### src/rtl/match_ctrl.sv
// match_ctrl: Pong match sequencer.
// Clears the score block, holds the ball through the serve countdown, enables
// play, turns ball misses into single-cycle score pulses and, on the last
// point-pause tick, reads game_over to choose between serving again and
// ending the match.
//
// Ports
//   clk, reset        system clock, synchronous active-high reset
//   start             start button level (rising edge detected internally)
//   pause             freezes play while high (PLAY only)
//   frame_tick        one-cycle pulse per video frame
//   miss_left/right   ball crossed the left/right edge
//   game_over         score block reports the match limit reached
//   score_left/right  one-cycle score increment pulses
//   score_reset       one-cycle score clear pulse
//   ball_reset        hold ball at centre
//   ball_enable       allow ball motion
//   serve_dir         0 = toward left player, 1 = toward right player
//   state             current state encoding (debug/display)
module match_ctrl #(
  parameter int unsigned SERVE_FRAMES = 60,
  parameter int unsigned POINT_FRAMES = 30,
  parameter int unsigned CNT_W        = 8
) (
  input  logic       clk,
  input  logic       reset,
  input  logic       start,
  input  logic       pause,
  input  logic       frame_tick,
  input  logic       miss_left,
  input  logic       miss_right,
  input  logic       game_over,
  output logic       score_left,
  output logic       score_right,
  output logic       score_reset,
  output logic       ball_reset,
  output logic       ball_enable,
  output logic       serve_dir,
  output logic [2:0] state
);

  typedef enum logic [2:0] {
    S_IDLE  = 3'd0,
    S_SERVE = 3'd1,
    S_PLAY  = 3'd2,
    S_POINT = 3'd3,
    S_OVER  = 3'd4
  } state_t;

  localparam logic [CNT_W-1:0] SERVE_LAST = CNT_W'(SERVE_FRAMES - 1);
  localparam logic [CNT_W-1:0] POINT_LAST = CNT_W'(POINT_FRAMES - 1);
  localparam logic [CNT_W-1:0] CNT_ONE    = CNT_W'(1);

  state_t           cur, nxt;
  logic [CNT_W-1:0] cnt, cnt_nxt;
  logic             start_q;
  logic             start_armed;
  logic             start_edge_c;
  logic             score_left_nxt, score_right_nxt, score_reset_nxt;
  logic             ball_reset_nxt, ball_enable_nxt, serve_dir_nxt;

  // start_armed stays low after reset until start is seen low, so a button
  // held through reset cannot launch a match.
  assign start_edge_c = start & ~start_q & start_armed;
  assign state        = cur;

  // State, counter and registered outputs
  always_ff @(posedge clk) begin
    if (reset) begin
      cur         <= S_IDLE;
      cnt         <= '0;
      start_q     <= 1'b0;
      start_armed <= 1'b0;
      score_left  <= 1'b0;
      score_right <= 1'b0;
      score_reset <= 1'b0;
      ball_reset  <= 1'b1;
      ball_enable <= 1'b0;
      serve_dir   <= 1'b1;
    end else begin
      cur         <= nxt;
      cnt         <= cnt_nxt;
      start_q     <= start;
      start_armed <= start_armed | ~start;
      score_left  <= score_left_nxt;
      score_right <= score_right_nxt;
      score_reset <= score_reset_nxt;
      ball_reset  <= ball_reset_nxt;
      ball_enable <= ball_enable_nxt;
      serve_dir   <= serve_dir_nxt;
    end
  end

  // Next state, counter and output values
  always_comb begin
    nxt             = cur;
    cnt_nxt         = cnt;
    score_left_nxt  = 1'b0;
    score_right_nxt = 1'b0;
    score_reset_nxt = 1'b0;
    serve_dir_nxt   = serve_dir;

    unique case (cur)
      S_IDLE, S_OVER: begin
        if (start_edge_c) begin
          score_reset_nxt = 1'b1;
          serve_dir_nxt   = 1'b1;
          cnt_nxt         = '0;
          nxt             = S_SERVE;
        end
      end
      S_SERVE: begin
        if (frame_tick) begin
          if (cnt == SERVE_LAST) nxt = S_PLAY;
          else                   cnt_nxt = cnt + CNT_ONE;
        end
      end
      S_PLAY: begin
        // miss_left has priority when both edges are crossed together
        if (!pause) begin
          if (miss_left) begin
            score_right_nxt = 1'b1;
            serve_dir_nxt   = 1'b0;
            cnt_nxt         = '0;
            nxt             = S_POINT;
          end else if (miss_right) begin
            score_left_nxt  = 1'b1;
            serve_dir_nxt   = 1'b1;
            cnt_nxt         = '0;
            nxt             = S_POINT;
          end
        end
      end
      S_POINT: begin
        if (frame_tick) begin
          if (cnt == POINT_LAST) begin
            if (game_over) begin
              nxt = S_OVER;
            end else begin
              cnt_nxt = '0;
              nxt     = S_SERVE;
            end
          end else begin
            cnt_nxt = cnt + CNT_ONE;
          end
        end
      end
      default: begin
        cnt_nxt = '0;
        nxt     = S_IDLE;
      end
    endcase

    // Ball controls follow the state being entered so they line up with it
    ball_reset_nxt  = (nxt != S_PLAY);
    ball_enable_nxt = (nxt == S_PLAY) & ~pause;
  end

endmodule

### config.mk
export PLATFORM = sky130hd
export DESIGN_NAME = match_ctrl
export DESIGN_NICKNAME = d
export VERILOG_FILES = /design/src/rtl/match_ctrl.sv
export SDC_FILE = /design/constraint.sdc
export NUM_CORES = 1
export LEC_CHECK = 0
export BUFFER_PORTS_ARGS = -buffer_cell sky130_fd_sc_hd__buf_2
export CORE_ASPECT_RATIO = 1.1
export CORE_MARGIN = 8
export CORE_UTILIZATION = 48
export DETAILED_ROUTE_END_ITERATION = 10
export GPL_TIMING_DRIVEN = 0
export PLACE_DENSITY = 0.84
export REMOVE_ABC_BUFFERS = 1
export SETUP_SLACK_MARGIN = 0.15
export SYNTH_ARGS = -nofsm -noshare
export SYNTH_HDL_FRONTEND = slang
export SYNTH_SLANG_ARGS = --single-unit
### constraint.sdc
create_clock -name clk -period 1.8 [get_ports clk]
set_input_delay 0.36 -clock clk [delete_from_list [all_inputs] [get_ports clk]]
set_output_delay 0.36 -clock clk [all_outputs]
set_load 0.02 [all_outputs]
# Word-level counts from Yosys, hierarchy flattened
# Index checks and enable logic that the tools add are counted.
# op_classes
add_sub_neg	1
n_eq_ne	15
muxes	28
bitwise_logic	9
n_reduce_logical	8
# ops
cell	count
two-way mux 8 bit	9
case mux 8 bit (4 select lines)	1
two-way mux 3 bit	9
case mux 3 bit (4 select lines)	1
inequality test 2 bit (second input constant)	5
== test 3 x 2 -> 1 bit (second input constant)	3
adder 8 x 1 -> 8 bit (second input constant)	1
== test 8 x 5 -> 1 bit (second input constant)	1
== test 8 x 6 -> 1 bit (second input constant)	1
two-way mux 1 bit	7
AND reduction 7 bit	1
inequality test 3 bit (second input constant)	2
NOT 1 bit	5
AND reduction 4 bit	1
OR reduction 2 bit	2
OR reduction 4 bit	1
AND 1 bit	3
== test 3 x 1 -> 1 bit (second input constant)	1
== test 3 bit (second input constant)	1
zero test 3 bit	1
inequality test 3 x 2 -> 1 bit (second input constant)	1
OR reduction 3 bit	1
case mux 1 bit (2 select lines)	1
nonzero test 2 bit	1
bitwise OR 1 bit	1
# word_totals
regBits	19
out_inout_bits	9

# Depth between registers and ports, before layout
# Gate-level depths: netlist of run 1.
# logic_depth
depth_word	7
depth_mapped	7
depth_no_buf	7

# Least setup slack after synthesis of run 1
# Ideal clock, no wire load.
# synth_path
path_kind	register -> register
from	register cnt[0]
to	register cnt[2]
setup_time_ns	0.057
t_arrival_ns	1.612
t_required_ns	1.743
path_slack_ns	0.131
stages_incl_launch_ff	7
n_path_buf	0
period_less_slack_ns	1.669
cell_sequence	dfxtp_1 > ha_1 > nor4bb_1 > o21ba_1 > o211ai_2 > and2_1 > a21o_1
# synth_via
elab_chain_cells	4
elab_cells_between_ends	11
classes_between	add/sub (1); eq/ne (4); mux (5); reduce/logical (1)
# synth_rtl
item	line_no	rtl
start, declared	55	logic [CNT_W-1:0] cnt, cnt_nxt;
start signal, assigned	82	cnt <= cnt_nxt;
adder 8 x 1 -> 8 bit or == test 8 x 5 -> 1 bit (tied branches)	115, 144, 136	
two-way mux 8 bit (on tied branches)	136, 114	
two-way mux 8 bit (on tied branches)	135, 113	
case mux 8 bit (4 select lines)	103	unique case (cur)
# Several ways; a longest one is shown, not always the timed one. The select of a mux whose other input is x is not followed.
# A chain may end at the register's enable or synchronous reset.

# Worst setup path after layout of run 1
# layout_path
from	register cnt[1]
to	register cnt[7]
# The elaborated chain is that of the path after synthesis.

==> results of run 1 <==
==> worst paths after layout <==
kind,depth (start not counted),slack [ps],to,from
worst max-delay path,7,120,cnt[7]$_SDFFE_PP0P_,cnt[1]$_SDFFE_PP0P_
worst min-delay path,2,260,start_armed$_SDFF_PP0_,start
worst max register to register,7,120,cnt[7]$_SDFFE_PP0P_,cnt[1]$_SDFFE_PP0P_
worst min register to register,2,470,start_armed$_SDFF_PP0_,start_armed$_SDFF_PP0_
==> state kept, by name (all words and copies together) (netlist names) <==
signal and count:
ball_enable 1, state 3, start_q 1, score_left 1
score_reset 1, start_armed 1, ball_reset 1, cnt 8
serve_dir 1, score_right 1
==> per-stage QoR <==
stage          worst slack [ps]  instance area, sq um
5_1_grt                    42.3                  1330
6_report                    123                  1330
2_1_floorplan               131                  1000
4_1_cts                     155                  1230
3_3_place_gp              -64.1                  1120
3_5_place_dp               -110                  1120
==> per-layer routing <==
layer | global-route usage, % | vias up | wire length [um]
li1 | - | 469 | -
met1 | 13.3 | 469 | 1010
met2 | 23.6 | 34 | 1320
met3 | 3.80 | 6 | 216
met4 | 5.97 | 0 | 37
met5 | 0 | - | 0
==> report_power, final <==
part | leakage [nW] | internal (W) | total (W) | switching [W]
clock network | 0.0177 | 0.0000828 | 0.000212 | 0.000129
registers | 0.159 | 0.000424 | 0.000432 | 0.00000801
logic | 0.337 | 0.0000362 | 0.0000839 | 0.0000477
==> area by class of cell <==
type / count / area (sq um) / share of cell area, %
Multi-Input combinational cell: 82 / 704 / 52.9
Timing Repair Buffer: 25 / 148 / 11.1
Tap cell: 28 / 35.0 / 2.63
Inverter: 6 / 22.5 / 1.69
Sequential cell: 19 / 395 / 29.7
Clock inverter: 1 / 5.00 / 0.376
Clock buffer: 3 / 22.5 / 1.69
==> synth_stat cells, drive strengths merged (2+ instances only) <==
library cell	instances	share of area, %
nor3	3	1.5
inv	6	2.2
and3	2	1.7
o21ai	5	2.5
a22oi	2	1.5
a21o	6	4.4
clkbuf	3	1.1
nand3	6	3.0
nand2	4	1.5
nor2	8	3.0
nand2b	3	1.8
dfxtp	19	37
nand3b	3	2.2
and2	2	1.2
and4b	2	2.0
a21oi	5	2.8
o211ai	2	2.0
o31ai	3	2.2
or3	4	2.5
o21ba	2	2.0
ha	2	2.5
==> repair_timing <==
action                     CTS  global route
setup buffers                4             5
setup endpoints to repair   10            12
resized for setup           17            14
pin swaps                    6             9
cloned                       0             0
==> cell families (layout without fill, tap and decap cells) <==
group	Yosys count	count (layout)	synth area share [%]
and+or+nand+nor	46	46	29.5
AOI/OAI and AO/OA	34	34	26.8
DFF	19	19	37.4
buffers and inverters	10	35	3.81
adders and majority gates	2	2	2.46
==> worst register-to-register path, delay by kind of cell, from the launching register on <==
family	cells	cell delay (ps)
adder cells (fa/ha/maj)	1	150
buffers and inverters	1	50
AO/OA/AOI/OAI	3	610
flip-flops	1	400
AND/OR/NAND/NOR	2	420
==> cells in the final DEF (no fill, tap or decap), types with 4 or more instances in the layout <==
| master | n |
|---|---|
| nor2_1 | 8 |
| nand2_1 | 4 |
| or3_1 | 4 |
| a21o_1 | 6 |
| a21oi_1 | 4 |
| buf_4 | 9 |
| dfxtp_1 | 11 |
| buf_2 | 16 |
| nand3_1 | 5 |
| dfxtp_2 | 6 |
| inv_1 | 5 |
==> qor.yml, run 1 <==
final_layout:
  fin_util_pct: 66.6
  areaGrowthSynthToFinish_pct: 31.0
  antenna_cells: 0
  fin_cells: 164
  n_fill_cell: 163
  drive_gt1_share_pct: 41.9
  fin_nets: 147
place:
  dp_cells: 151
  gp_congestion: 0.828
  dp_hpwl_um: 1690
  numPortBuffers: 16
global_routing:
  grt_max_degree: 12
  track_usage_pct: 13.1
  antenna_found_initial: 0
  grt_pass1_wl_um: 4020
  grt_pass1_vias: 951
  overflow: 0
sta:
  timing.final.hold_violations: 0
  period_share_pct: 93.2
  whs_ps: 263
  rsz0062_at_grt: "true"
  finalSetupTns_ps: 0
  skew_ps: 2.32
  period_minus_slack_ps: 1680
  slew_headroom_pct: 75.6
  finalSetupViolCount: 0
  slew_violations: 0
  tightest_slew_ps: 366
  fmax_ghz: 0.596
floorplan:
  io_pins: 17
  die-height_um: 64.3
  core_sq_mm: 0.00200
  rows: 17
  die_area_sq_mm: 0.00385
  start_util_pct: 50.9
  die_w_um: 59.9
logic_synthesis:
  syn_avg_cell_area_sq_um: 9.16
  synthFlopType: "dfxtp_1"
  synth-edff-count: 0
  synth-seq-area-share_pct: 37.4
  synthArstFlopShare_pct: 0
  netlist_area_sq_mm: 0.00102
  ys_warn_count: 0
  synth-seq-cells: 19
  synth_cell_types: 44
  synthCells: 111
hold_path:
  hold_path_class: "input port to register"
critical_path:
  cp.arrival_ps: 1930
  cp-start-kind: "register"
  end_kind: "register"
  path_cells: "inv_2 -> ha_4 -> and4b_2 -> a211oi_4 -> nand3_1 -> o31ai_1 -> a21o_1"
  critPathRequiredTime_ps: 2050
  cp_slowest_cell: "dfxtp_4"
  critPathTopFamily: "compound AO/OA/AOI/OAI gates"
  cp_max_fo: 7
  critPathBufInv: 1
  critPathMaxStageDelay_ps: 400
  critical_path_class: "register to register"
outcome:
  status: "completed"
clock_network:
  cts_sinks: 19
  holdBufCountCts: 0
  numCtsBuffers: 3
  cts_tree: "yes"
  path_clk_slew_ps: 100
  cts_root_buf: "clkbuf_4"
  worstSkewPairLatency_ps: 300
  clockBufferDepth: 2
  ctsHtreeMaxLevel: 1
routing:
  wl_per_cell_um: 15.7
  num_vias: 978
  first_iter_violations: 44
  drc: 0
  routed_wl_um: 2580
  dr.pass1.iters: 4
  post_drt_via_cell_ratio: 5.96
  ant_nets: 0
power:
  finalPower_w: 0.000728
  ir_worst_vdd_uv: 384
  leakagePower_nw: 0.513
  powerDensity_mw_per_mm2: 546
run:
  drv_cap: 0
Note: power is estimated with default switching activity, not from simulation.
==> run 2: changes to the inputs <==
- PLACE_DENSITY: 0.84 -> 0.72
==> run 2 against run 1 <==
Maximum frequency about the same. First-iteration DRC count down 36%. Total power up 1.4%. Register-to-register slack about the same. Clock skew up 1.0 ps. Die area unchanged. Combinational power up 6.1%. Utilization up 0.25 points. Cell count unchanged. Flip-flop and latch count unchanged. Design area up 0.38%. Critical endpoint is now cnt[0]$_SDFFE_PP0P_. Largest power group unchanged.
==> qor.yml, run 2 (synthesized netlist as in run 1, its figures left out) <==
final_layout:
  areaGrowthSynthToFinish_pct: 31.5  # was 31.0%
  finish.instance_area_sq_mm: 0.00134  # was 0.00133 sq mm
  final_common_cell: "buf_2"  # unchanged
  antenna_cells: 0  # unchanged
  drive_gt1_share_pct: 43.4  # was 41.9%
  fin_util_pct: 66.9  # was 66.6%
  largest_reg_flops: 8  # unchanged
  fin_nets: 147  # unchanged
  mostFrequentLayoutCells: "buf_2, dfxtp_1, nor2_1, buf_4"  # was buf_2, dfxtp_1, buf_4, nor2_1
  fin_cells: 164  # unchanged
  largest-register: "cnt"  # unchanged
routing:
  drc: 0  # unchanged
  first_iter_violations: 28  # was 44
  drt-met1-wl_um: 1090  # was 1010 um
  num_vias: 955  # was 978
  post_drt_via_cell_ratio: 5.82  # was 5.96
  ant_nets: 0  # unchanged
  wl_met3_um: 144  # was 216 um
  wl_per_cell_um: 15.1  # was 15.7 um
  wl_met2_um: 1210  # was 1320 um
  top_layer: "met4"  # unchanged
  routed_wl_um: 2480  # was 2580 um
  dr.pass1.iters: 4  # unchanged
critical_path:
  critPathRequiredTime_ps: 2040  # was 2050 ps
  cp-start-kind: "register"  # unchanged
  path_cells: "ha_4 -> nor4bb_4 -> o21ba_4 -> o211ai_4 -> and2_4 -> a21o_1"  # was inv_2 -> ha_4 -> and4b_2 -> a211oi_4 -> nand3_1 -> o31ai_1 -> a21o_1
  cp.arrival_ps: 1920  # was 1930 ps
  cp_slowest_cell: "dfxtp_4"  # unchanged
  critPathMaxStageDelay_ps: 410  # was 400 ps
  cp_max_fo: 6  # was 7
  end_kind: "register"  # unchanged
  critical_path_class: "register to register"  # unchanged
sta:
  skew_ps: 3.36  # was 2.32 ps
  period_minus_slack_ps: 1680  # about the same
  slew_violations: 0  # unchanged
  timing.final.hold_violations: 0  # unchanged
  tightest_slew_ps: 345  # was 366 ps
  finalWorstSetupSlack_ps: 123  # about the same
  period_share_pct: 93.2  # about the same
  finalSetupViolCount: 0  # unchanged
  slew_headroom_pct: 77.0  # was 75.6%
  fmax_ghz: 0.596  # about the same
  rsz0062_at_grt: "true"  # unchanged
clock_network:
  clockBufferDepth: 2  # unchanged
  numCtsBuffers: 3  # unchanged
  ctsHtreeMaxLevel: 1  # unchanged
  cts_root_buf: "clkbuf_4"  # unchanged
  path_clk_slew_ps: 110  # was 100 ps
  cts_sinks: 19  # unchanged
  worstSkewPairLatency_ps: 300  # about the same
  cts_tree: "yes"  # unchanged
floorplan:
  core_sq_mm: 0.00200  # unchanged
  die_w_um: 59.9  # unchanged
  start_util_pct: 50.9  # unchanged
  io_pins: 17  # unchanged
  die-height_um: 64.3  # unchanged
  rows: 17  # unchanged
  die_area_sq_mm: 0.00385  # unchanged
global_routing:
  track_usage_pct: 13.2  # was 13.1%
  grt_pass1_vias: 878  # was 951
  antenna_found_initial: 0  # unchanged
  overflow: 0  # unchanged
  grt_max_degree: 12  # unchanged
  grt_pass1_wl_um: 4080  # was 4020 um
outcome:
  status: "completed"  # unchanged
place:
  gp_congestion: 0.846  # was 0.828
  dp_cells: 151  # unchanged
  dpl_cell_area_sq_mm: 0.00112  # unchanged
  numPortBuffers: 16  # unchanged
  dp_hpwl_um: 1610  # was 1690 um
  dpl_worst_slack_ps: -156  # was -110 ps
power:
  powerDensity_mw_per_mm2: 552  # was 546 mW/mm^2
  leakagePower_nw: 0.510  # was 0.513 nW
  ir_worst_vdd_uv: 415  # was 384 uV
run:
  drv_cap: 0  # unchanged
hold_path:
  hold_path_class: "input port to register"  # unchanged
run 2: worst paths after layout:
check	start	endpoint	slack, ps	cells past startpoint
max reg2reg	cnt[0]$_SDFFE_PP0P_	cnt[0]$_SDFFE_PP0P_	120	6
min reg2reg	start_armed$_SDFF_PP0_	start_armed$_SDFF_PP0_	460	2
max	cnt[0]$_SDFFE_PP0P_	cnt[0]$_SDFFE_PP0P_	120	6
min	start	start_armed$_SDFF_PP0_	250	2
run 2: routing by layer:
layer	GRT usage [%]	vias to the layer above
li1	-	466
met1	16.6	464
met2	20.4	21
met3	4.20	4
met4	4.48	0
met5	0	-
run 2: repair_timing:
action                                  4_1_cts  5_1_grt
hold buffers                                  0        0
hold endpoints to repair                      0        0
setup buffers                                 4        5
endpoints found under the setup margin       11       12
pin swaps                                     5       12
gates resized for setup                      17       16
run 2: stage by stage:
step | setup TNS, ps | power, W | hold slack [ps]
finish | 0 | 0.000738 | 249
global route | 0 | 0.000773 | 246
CTS | 0 | 0.000735 | 243
detailed placement | -949 | 0.000510 | 443
global placement | -673 | 0.000507 | 438
floorplan | 0 | 0.000482 | 424
run 2: where the power goes:
part / internal, W / switching, W
clock network: 0.0000863 / 0.000131
logic: 0.0000397 / 0.0000493
registers: 0.000424 / 0.00000752
run 2: area by class of cell:
type,instances,area (sq um)
clock buffers,4,26.3
fillers,172,662
inverters,6,22.5
flip-flops and latches,19,395
multi-input cells,82,707
repair buffers,25,151
well taps,28,35.0
run 2: critical path, delay by kind of cell, from the launching register on:
family	cells	cell delay (ps)
AND/OR/NAND/NOR	2	460
AO/OA/AOI/OAI	3	600
adder cells (fa/ha/maj)	1	150
flip-flops	1	410
==> run 3: changes to the inputs <==
- CORE_UTILIZATION: 48 -> 54
- PLACE_DENSITY: 0.72 -> 0.77
- clock period: 1.8 -> 1.9 ns (I/O delays scaled with it)
==> run 3 against run 2 <==
Clock power hardly changed. Clock skew up 9.1 ps. Clock-buffer cell count fell by 1. Register-to-register slack better by 90 ps. Highest routed layer unchanged.
==> qor.yml, run 3 (synthesized netlist as in run 1, its figures left out) <==
clock_network:
  worstSkewPairLatency_ps: 320  # was 300 ps
  ctsHtreeMaxLevel: 1  # unchanged
  cts_root_buf: "clkbuf_4"  # unchanged
  path_clk_slew_ps: 120  # was 110 ps
  numCtsBuffers: 3  # unchanged
  cts_sinks: 19  # unchanged
  holdBufCountCts: 0  # unchanged
  clockBufferDepth: 2  # unchanged
  cts_tree: "yes"  # unchanged
critical_path:
  critPathMaxStageDelay_ps: 400  # was 410 ps
  path_cells: "inv_1 -> ha_1 -> and4b_2 -> o21ai_1 -> nand3_2 -> buf_4 -> nor3_1 -> a21o_1"  # was ha_4 -> nor4bb_4 -> o21ba_4 -> o211ai_4 -> and2_4 -> a21o_1
  end_kind: "register"  # unchanged
  crit-reg2reg-launch: "cnt[1]$_SDFFE_PP0P_"  # was cnt[0]$_SDFFE_PP0P_
  cp-start-kind: "register"  # unchanged
  cp.arrival_ps: 1950  # was 1920 ps
  cp_max_fo: 6  # unchanged
  critPathTopFamily: "simple AND/OR/NAND/NOR gates"  # was compound AO/OA/AOI/OAI gates
  worstRegToRegCells: 8  # was 6
  critPathRequiredTime_ps: 2160  # was 2040 ps
  cp_slowest_cell: "dfxtp_4"  # unchanged
  r2r_end: "cnt[4]$_SDFFE_PP0P_"  # was cnt[0]$_SDFFE_PP0P_
  critPathBufInv: 2  # was 0
  r2r_slack_ps: 210  # was 120 ps
  critical_path_class: "register to register"  # unchanged
global_routing:
  antenna_found_initial: 0  # unchanged
  grt_pass1_vias: 847  # was 878
  grt_max_degree: 12  # unchanged
  track_usage_pct: 13.9  # was 13.2%
  grt_pass1_wl_um: 3800  # was 4080 um
  overflow: 0  # unchanged
routing:
  wl_met3_um: 139  # was 144 um
  ant_nets: 0  # unchanged
  top_layer: "met4"  # unchanged
  routed_wl_um: 2360  # was 2480 um
  drt-met1-wl_um: 974  # was 1090 um
  post_drt_via_cell_ratio: 6.27  # was 5.82
  first_iter_violations: 22  # was 28
  dr.pass1.iters: 5  # was 4
  wl_per_cell_um: 16.0  # was 15.1 um
  num_vias: 921  # was 955
  drc: 0  # unchanged
  wl_met2_um: 1180  # was 1210 um
final_layout:
  drive_gt1_share_pct: 32.6  # was 43.4%
  largest-register: "cnt"  # unchanged
  finish.instance_area_sq_mm: 0.00122  # was 0.00134 sq mm
  fin_nets: 140  # was 147
  areaGrowthSynthToFinish_pct: 20.2  # was 31.5%
  final_common_cell: "buf_2"  # unchanged
  antenna_cells: 0  # unchanged
  mostFrequentLayoutCells: "buf_2, dfxtp_1, nor2_1, inv_1, a21o_1"  # was buf_2, dfxtp_1, nor2_1, buf_4
  largest_reg_flops: 8  # unchanged
hold_path:
  hold_path_depth: 2  # unchanged
  worstHoldStart: "start"  # unchanged
  hold_end: "start_armed$_SDFF_PP0_"  # unchanged
  hold_path_class: "input port to register"  # unchanged
sta:
  tightest_slew_ps: 359  # was 345 ps
  finalSetupTns_ps: 0  # unchanged
  rsz0062_at_grt: "true"  # unchanged
  fmax_ghz: 0.592  # was 0.596 GHz
  skew_ps: 12.5  # was 3.36 ps
  timing.final.hold_violations: 0  # unchanged
  finalWorstSetupSlack_ps: 210  # was 123 ps
  slew_violations: 0  # unchanged
  slew_headroom_pct: 76.0  # was 77.0%
  period_share_pct: 88.9  # was 93.2%
  period_minus_slack_ps: 1690  # was 1680 ps
  finalSetupViolCount: 0  # unchanged
floorplan:
  die_w_um: 57.4  # was 59.9 um
  core_sq_mm: 0.00178  # was 0.00200 sq mm
  start_util_pct: 57.1  # was 50.9%
  die_area_sq_mm: 0.00353  # was 0.00385 sq mm
  die-height_um: 61.5  # was 64.3 um
  io_pins: 17  # unchanged
  rows: 16  # was 17
outcome:
  status: "completed"  # unchanged
place:
  dp_hpwl_um: 1610  # about the same
  dpl_worst_slack_ps: -62.2  # was -156 ps
  dpl_cell_area_sq_mm: 0.00110  # was 0.00112 sq mm
  gp_congestion: 0.830  # was 0.846
  numPortBuffers: 16  # unchanged
power:
  powerDensity_mw_per_mm2: 570  # was 552 mW/mm^2
  leakagePower_nw: 0.472  # was 0.510 nW
  finalPower_w: 0.000696  # was 0.000738 W
  ir_worst_vdd_uv: 565  # was 415 uV
run:
  drv_cap: 0  # unchanged
[run 3: power breakdown]
| group | internal [W] | switching (W) |
|---|---|---|
| clock | 0.0000789 | 0.000137 |
| sequential | 0.000401 | 0.00000688 |
| combinational | 0.0000298 | 0.0000424 |
[run 3: worst register-to-register path: stages, from the launching register on]
cell     delay, ps
dfxtp_4        400
inv_1           50
ha_1           180
and4b_2        280
o21ai_1        150
nand3_2        140
buf_4          170
nor3_1         160
a21o_1         100
[run 3: worst max path at each step]
| stage | start | endpoint | slack [ps] | cells past startpoint |
|---|---|---|---|---|
| detailed placement | cnt[0]$_SDFFE_PP0P_ | cnt[2]$_SDFFE_PP0P_ | -60 | 6 |
| global placement | cnt[0]$_SDFFE_PP0P_ | cnt[2]$_SDFFE_PP0P_ | 1 | 6 |
| finish | cnt[1]$_SDFFE_PP0P_ | cnt[4]$_SDFFE_PP0P_ | 210 | 8 |
| global route | cnt[2]$_SDFFE_PP0P_ | cnt[5]$_SDFFE_PP0P_ | 140 | 5 |
| floorplan | cnt[0]$_SDFFE_PP0P_ | cnt[2]$_SDFFE_PP0P_ | 230 | 6 |
| CTS | cnt[1]$_SDFFE_PP0P_ | cnt[1]$_SDFFE_PP0P_ | 130 | 6 |
[run 3: stage by stage]
stage / hold slack (ps) / std cells / utilization, %
finish: 250 / 147 / 68.6
global route: 251 / 147 / 68.6
CTS: 251 / 145 / 65.4
detailed placement: 444 / 141 / 61.9
global placement: 438 / 141 / 61.9
floorplan: 424 / 107 / -
[run 3: area by class of cell]
| cell class | count | area, sq um |
|---|---|---|
| clock buffers | 3 | 22.5 |
| flip-flops and latches | 19 | 393 |
| clock inverters | 1 | 5.00 |
| multi-input cells | 82 | 662 |
| fillers | 150 | 559 |
| well taps | 18 | 22.5 |
| repair buffers | 18 | 95.1 |
| inverters | 6 | 22.5 |
[run 3: routing by layer]
metal  vias to the layer above  track usage [%]
met5                         -                0
met4                         0             8.21
met3                         7             3.13
met2                        27             24.9
met1                       435             14.7
li1                        452                -
[run 3: repair_timing]
| action | CTS | global route |
|---|---|---|
| setup buffers | 0 | 2 |
| gates resized for setup | 8 | 12 |
| endpoints found under the setup margin | 9 | 12 |
| pin swaps | 1 | 6 |
